## config.mk

```make
export PLATFORM = sky130hd
export DESIGN_NAME = pipeline_hazard_ctrl
export DESIGN_NICKNAME = d
export VERILOG_FILES = /design/src/rtl/pipeline_hazard_ctrl_pkg.sv /design/src/rtl/pipeline_hazard_ctrl_stall_counter.sv /design/src/rtl/pipeline_hazard_ctrl.sv
export SDC_FILE = /design/constraint.sdc
export NUM_CORES = 1
export LEC_CHECK = 0
export ABC_CLOCK_PERIOD_IN_PS = 2700
export CORE_ASPECT_RATIO = 1.25
export CORE_UTILIZATION = 47
export CTS_BUF_LIST = sky130_fd_sc_hd__clkbuf_4 sky130_fd_sc_hd__clkbuf_8 sky130_fd_sc_hd__clkbuf_16
export DETAILED_ROUTE_END_ITERATION = 10
export HOLD_SLACK_MARGIN = 0.02
export PLACE_DENSITY_LB_ADDON = 0.3
export SLEW_MARGIN = 0
export SYNTH_ARGS = -nofsm -noshare
export SYNTH_HDL_FRONTEND = slang
export SYNTH_SLANG_ARGS = --single-unit
```

## constraint.sdc

```tcl
create_clock -name clk -period 2.7 [get_ports clk]
set_input_delay 0.54 -clock clk [delete_from_list [all_inputs] [get_ports clk]]
set_output_delay 0.54 -clock clk [all_outputs]
set_load 0.02 [all_outputs]
```

## src/rtl/pipeline_hazard_ctrl_pkg.sv

```systemverilog
// Shared definitions for the rv32i pipeline control blocks (hazard and forwarding units).
package pipeline_hazard_ctrl_pkg;

    typedef enum logic [1:0] {
        RUN        = 2'd0,
        LOAD_STALL = 2'd1,
        MEM_WAIT   = 2'd2
    } hz_state_e;

    // Architectural zero register: never a real producer.
    localparam logic [4:0] REG_X0 = 5'd0;

    // Width of the load-use bubble counter (covers up to 3 bubbles).
    localparam int unsigned LCNT_W = 2;

endpackage

```

## src/rtl/pipeline_hazard_ctrl_stall_counter.sv

```systemverilog
// Saturating stall-cycle counter with synchronous clear.
module hazard_stall_counter #(
    parameter int unsigned CNT_W = 32
) (
    input  logic             clk,
    input  logic             rst_n,
    input  logic             clr,
    input  logic             inc,
    output logic [CNT_W-1:0] count
);

    // Clear wins over increment; increment stops at all-ones.
    always_ff @(posedge clk) begin
        if (!rst_n || clr) begin
            count <= '0;
        end else if (inc && (count != '1)) begin
            count <= count + {{(CNT_W-1){1'b0}}, 1'b1};
        end
    end

endmodule

```

## src/rtl/pipeline_hazard_ctrl.sv

```systemverilog
// Hazard and sequencing controller for the 5-stage rv32i pipeline.
// Priority: data-memory wait > EX redirect > load-use interlock.
module pipeline_hazard_ctrl
    import pipeline_hazard_ctrl_pkg::*;
#(
    parameter int unsigned LOAD_STALL_CYCLES = 1,
    parameter int unsigned CNT_W             = 32
) (
    input  logic             clk,
    input  logic             rst_n,
    input  logic             id_valid,
    input  logic [4:0]       id_rs1,
    input  logic [4:0]       id_rs2,
    input  logic             id_uses_rs1,
    input  logic             id_uses_rs2,
    input  logic             ex_valid,
    input  logic             ex_is_load,
    input  logic [4:0]       ex_rd,
    input  logic             ex_redirect,
    input  logic             mem_req,
    input  logic             mem_ack,
    input  logic             cnt_clr,
    output logic             stall_pc,
    output logic             stall_ifid,
    output logic             flush_ifid,
    output logic             stall_idex,
    output logic             flush_idex,
    output logic             stall_exmem,
    output logic             flush_memwb,
    output logic [1:0]       state_o,
    output logic [CNT_W-1:0] stall_cycles
);

    localparam logic [LCNT_W-1:0] LCNT_INIT = LCNT_W'(LOAD_STALL_CYCLES - 1);

    hz_state_e         state, state_n;
    logic [LCNT_W-1:0] lcnt, lcnt_n;
    logic              saved_ls, saved_ls_n;
    logic              hz_mem, hz_redir, hz_lu, in_ls;

    assign hz_mem   = mem_req & ~mem_ack;
    assign hz_redir = ex_valid & ex_redirect;
    assign hz_lu    = ex_valid & ex_is_load & (ex_rd != REG_X0) & id_valid &
                      ((id_uses_rs1 & (id_rs1 == ex_rd)) |
                       (id_uses_rs2 & (id_rs2 == ex_rd)));

    // A memory wait that interrupted LOAD_STALL resumes it on the ack cycle.
    assign in_ls = (state == LOAD_STALL) | ((state == MEM_WAIT) & saved_ls);

    // Next-state and control outputs; outputs forced low while in reset.
    always_comb begin
        stall_pc    = 1'b0;
        stall_ifid  = 1'b0;
        flush_ifid  = 1'b0;
        stall_idex  = 1'b0;
        flush_idex  = 1'b0;
        stall_exmem = 1'b0;
        flush_memwb = 1'b0;
        state_n     = RUN;
        lcnt_n      = lcnt;
        saved_ls_n  = 1'b0;

        if (hz_mem) begin
            stall_pc    = 1'b1;
            stall_ifid  = 1'b1;
            stall_idex  = 1'b1;
            stall_exmem = 1'b1;
            flush_memwb = 1'b1;
            state_n     = MEM_WAIT;
            saved_ls_n  = (state == MEM_WAIT) ? saved_ls : (state == LOAD_STALL);
        end else if (hz_redir) begin
            flush_ifid = 1'b1;
            flush_idex = 1'b1;
            lcnt_n     = '0;
        end else if (in_ls) begin
            stall_pc   = 1'b1;
            stall_ifid = 1'b1;
            flush_idex = 1'b1;
            if (lcnt > LCNT_W'(1)) begin
                lcnt_n  = lcnt - LCNT_W'(1);
                state_n = LOAD_STALL;
            end else begin
                lcnt_n  = '0;
            end
        end else if (hz_lu) begin
            stall_pc   = 1'b1;
            stall_ifid = 1'b1;
            flush_idex = 1'b1;
            lcnt_n     = LCNT_INIT;
            state_n    = (LCNT_INIT == '0) ? RUN : LOAD_STALL;
        end

        if (!rst_n) begin
            stall_pc    = 1'b0;
            stall_ifid  = 1'b0;
            flush_ifid  = 1'b0;
            stall_idex  = 1'b0;
            flush_idex  = 1'b0;
            stall_exmem = 1'b0;
            flush_memwb = 1'b0;
        end
    end

    // FSM state, bubble counter and interrupted-load-stall flag.
    always_ff @(posedge clk) begin
        if (!rst_n) begin
            state    <= RUN;
            lcnt     <= '0;
            saved_ls <= 1'b0;
        end else begin
            state    <= state_n;
            lcnt     <= lcnt_n;
            saved_ls <= saved_ls_n;
        end
    end

    assign state_o = state;

    hazard_stall_counter #(
        .CNT_W(CNT_W)
    ) u_stall_counter (
        .clk   (clk),
        .rst_n (rst_n),
        .clr   (cnt_clr),
        .inc   (stall_pc),
        .count (stall_cycles)
    );

endmodule

```

==> results.md <==
* Status: finished, final reports clean
* Synthesis-stage register bit count at 37
* Top-count cell post-synth: dfxtp_1
* Crit path capture type: flip-flop
* GRT overflow at 0
* Post-synth ARST share at 0%
* Antenna-violating nets left at 0
* Worst min-delay path category: flip-flop to flip-flop
* Largest net degree at the start of global routing at 32
* CTS tree: built
* DR iter-0 viols at roughly 180
* Share of layout cells above drive strength 1 at roughly 13%
* Crit path kind: input pin to flip-flop
* Final setup violation count at 0
* Synth Area in Compound Gates at 17.2%
* Num CTS Buffers at 5
* H-tree depth at 2
* Final-report hold violation count at 0
* EDFF count, synth at 0
* Clock buffer depth at 2
* Leakage power at roughly 1.1 nW
* Slack of the critical path at 0.138 ns
* CTS root buf: clkbuf_8
* Mean Syn Cell Area at ~8 um2
* Post-synthesis adder-cell area fraction at less than 1%
* Leading area contributor after synthesis: dfxtp_1
* Placed inst area at between 3000 and 4000 um2
* Routed via count at 2,367
* Max Clk Rate at approximately 400 MHz
* Fin area at just over 3000 um2
* Worst-case vdd ir drop at 0.000251 V
* Final wirelength at 5700 um
* 1st-pass router iterations at 5
* Clock Pin Slew Worst Setup and Hold Paths at roughly 0.070 ns
* GPL Wtd Cong at between 0.8 and 0.9
* # diodes at 0
* Final slew viol count at 0
* Critical Path RT at 2.92 ns
* Yosys warns at 0
* Synth Area in XOR/XNOR at 3.98%
* Vias per cell at ~5.8
* Die Height at between 70 and 80 um
* Finished Core Util at 69.9%
* DP Worst Slack at -0.328 ns
* Gr usage total at between 20% and 30%
* # DRC at 0
* Synth-to-layout area growth at 41.5%
* Mapped Area at roughly 2200 um2
* Number of max-cap violations at 0
* Die Area at ~5000 um2
* Core Area at roughly 4500 um2
* Die X-Extent at around 63 um
* First-pass GRT wire length at 9500 um
* Vias in the first global route at between 2,000 and 2,500
* Register area share after synthesis at approximately 34%
* Top FF cell, synth: dfxtp_1
* Mapped Cells at ~280
* DP HPWL at 4080 um
* Total Power at approximately 1.1 mW
* Share of the synthesized area in the top cell type at 33.6%
* Final hold slack at 0.442 ns
* I/O pin cnt at 67
* Setup Buffers After CTS at 0
* Routed len/inst at between 10 and 15 um
* Rows at 27
* Clk_lat worst skew at 0.29 ns
* Initial antenna violation count at 0
* Simple-Gate Fraction of Synth Area at about 36%
* Pwr dens at 347 nW/um2
* RSZ-0062 raised after global routing: false
* Starting Density at approximately half
* Crit path time final at 2.56 ns
* Worst Path Max Fanout at 27
* Largest family of logic cells by synthesized area: simple AND/OR/NAND/NOR gates
* Post-synth top cells: dfxtp_1, nand2_1, a21oi_1
* Main area contributors after synthesis: dfxtp_1, a21oi_1, nand2_1
* Nets at approximately 380
* Buffers on Ports at between 60 and 70
* Slew @ Worst Pin at 0.331 ns
* Crit share post-route at 94.9%
* Critical Path AT at ~2.8 ns
* Library cells used by synthesis at ~40
* Mux contribution to synthesized area at around 3.6%
* Slew headroom at 77.6%
* Clock skew at around 0.0036 ns
* Synthesized netlist net count at 304
* Clock sink count at 37
* Startpoint types: input pin
layout make-up:
class                   count  area (um2)
flip-flops and latches     37         741
well taps                  58        72.6
repair buffers             85         811
multi-input cells         213        1370
clock buffers               8        91.3
fillers                   403        1340
inverters                   9        33.8
repair_timing:
item,CTS,global route
setup endpoints to repair,3,8
hold buffers,0,0
gates resized for setup,10,9
routing by layer:
metal | vias to the layer above | wire length, um | GRT usage [%]
met5 | - | 0 | 0
met4 | 0 | 45 | 7.50
met3 | 5 | 292 | 4.51
met2 | 70 | 2940 | 44.2
met1 | 1104 | 2430 | 27.2
li1 | 1188 | - | -
final timing paths:
kind / slack [ns] / to / from / cells past startpoint
worst min-delay path: 0.44 / lcnt[1] / lcnt[1] / 2
worst min register to register: 0.44 / lcnt[1] / lcnt[1] / 2
worst max-delay path: 0.14 / u_stall_counter.count[28] / ex_rd[3] / 10
worst max register to register: 0.34 / u_stall_counter.count[31] / u_stall_counter.count[3] / 6
state kept, by name, summed over array words and instances (netlist names):
signal,cells
u_stall_counter.count,32
lcnt,2
state_o,2
saved_ls,1
placed cells by master (no fill, tap or decap), types with 2 or more instances in the layout:
master	synthesis	routed
nor3_1	8	6
dfxtp_1	37	37
and2_1	5	5
o2111ai_1	3	3
nand4_2	2	2
mux2i_1	8	8
a41o_1	3	3
buf_2	2	3
nor4b_1	2	2
buf_4	3	18
a31oi_1	2	2
nor3_2	0	2
or4_1	12	12
nand4_1	11	11
nor2b_1	3	3
o21ai_0	9	9
and3_1	7	7
o31ai_1	13	13
or3_1	7	7
or3_2	3	3
clkbuf_4	0	3
clkbuf_8	0	5
inv_1	9	9
nor2_1	10	10
a21oi_1	27	27
dlymetal6s2s_1	0	4
clkdlybuf4s50_1	0	59
nor4_1	3	3
nand2_1	28	28
nand2b_1	9	9
xnor2_1	10	10
nand3_1	15	15
kinds of logic (layout without fill, tap and decap cells):
family	Yosys count	after routing
AND/OR/NAND/NOR	133	133
buffers and inverters	27	102
flip-flops	37	37
AO/OA/AOI/OAI	61	61
adder cells (fa/ha/maj)	1	1
multiplexers	8	8
XOR/XNOR	10	10
worst max-delay path, stage by stage:
cell             delay (ns)
clkdlybuf4s50_1        0.53
xnor2_1                0.14
nand4_1                0.12
o22ai_2                0.20
buf_4                  0.14
a22oi_2                0.08
buf_4                  0.21
buf_12                 0.17
or4_1                  0.51
a21oi_1                0.14
power breakdown:
| group | switching (mW) | total, mW | internal, mW | leakage (nW) |
|---|---|---|---|---|
| logic | 0.0579 | 0.128 | 0.0697 | 0.709 |
| clock network | 0.192 | 0.405 | 0.214 | 0.0498 |
| registers | 0.000924 | 0.547 | 0.546 | 0.298 |
| total | 0.250 | 1.08 | 0.830 | 1.06 |
per-stage QoR:
step / instances / TNS, ns
CTS: 410 / 0
floorplan: 277 / 0
finish: 410 / 0
global route: 410 / 0
global placement: 402 / -1.71
detailed placement: 402 / -2.53
(Power assumes the default switching activity.)
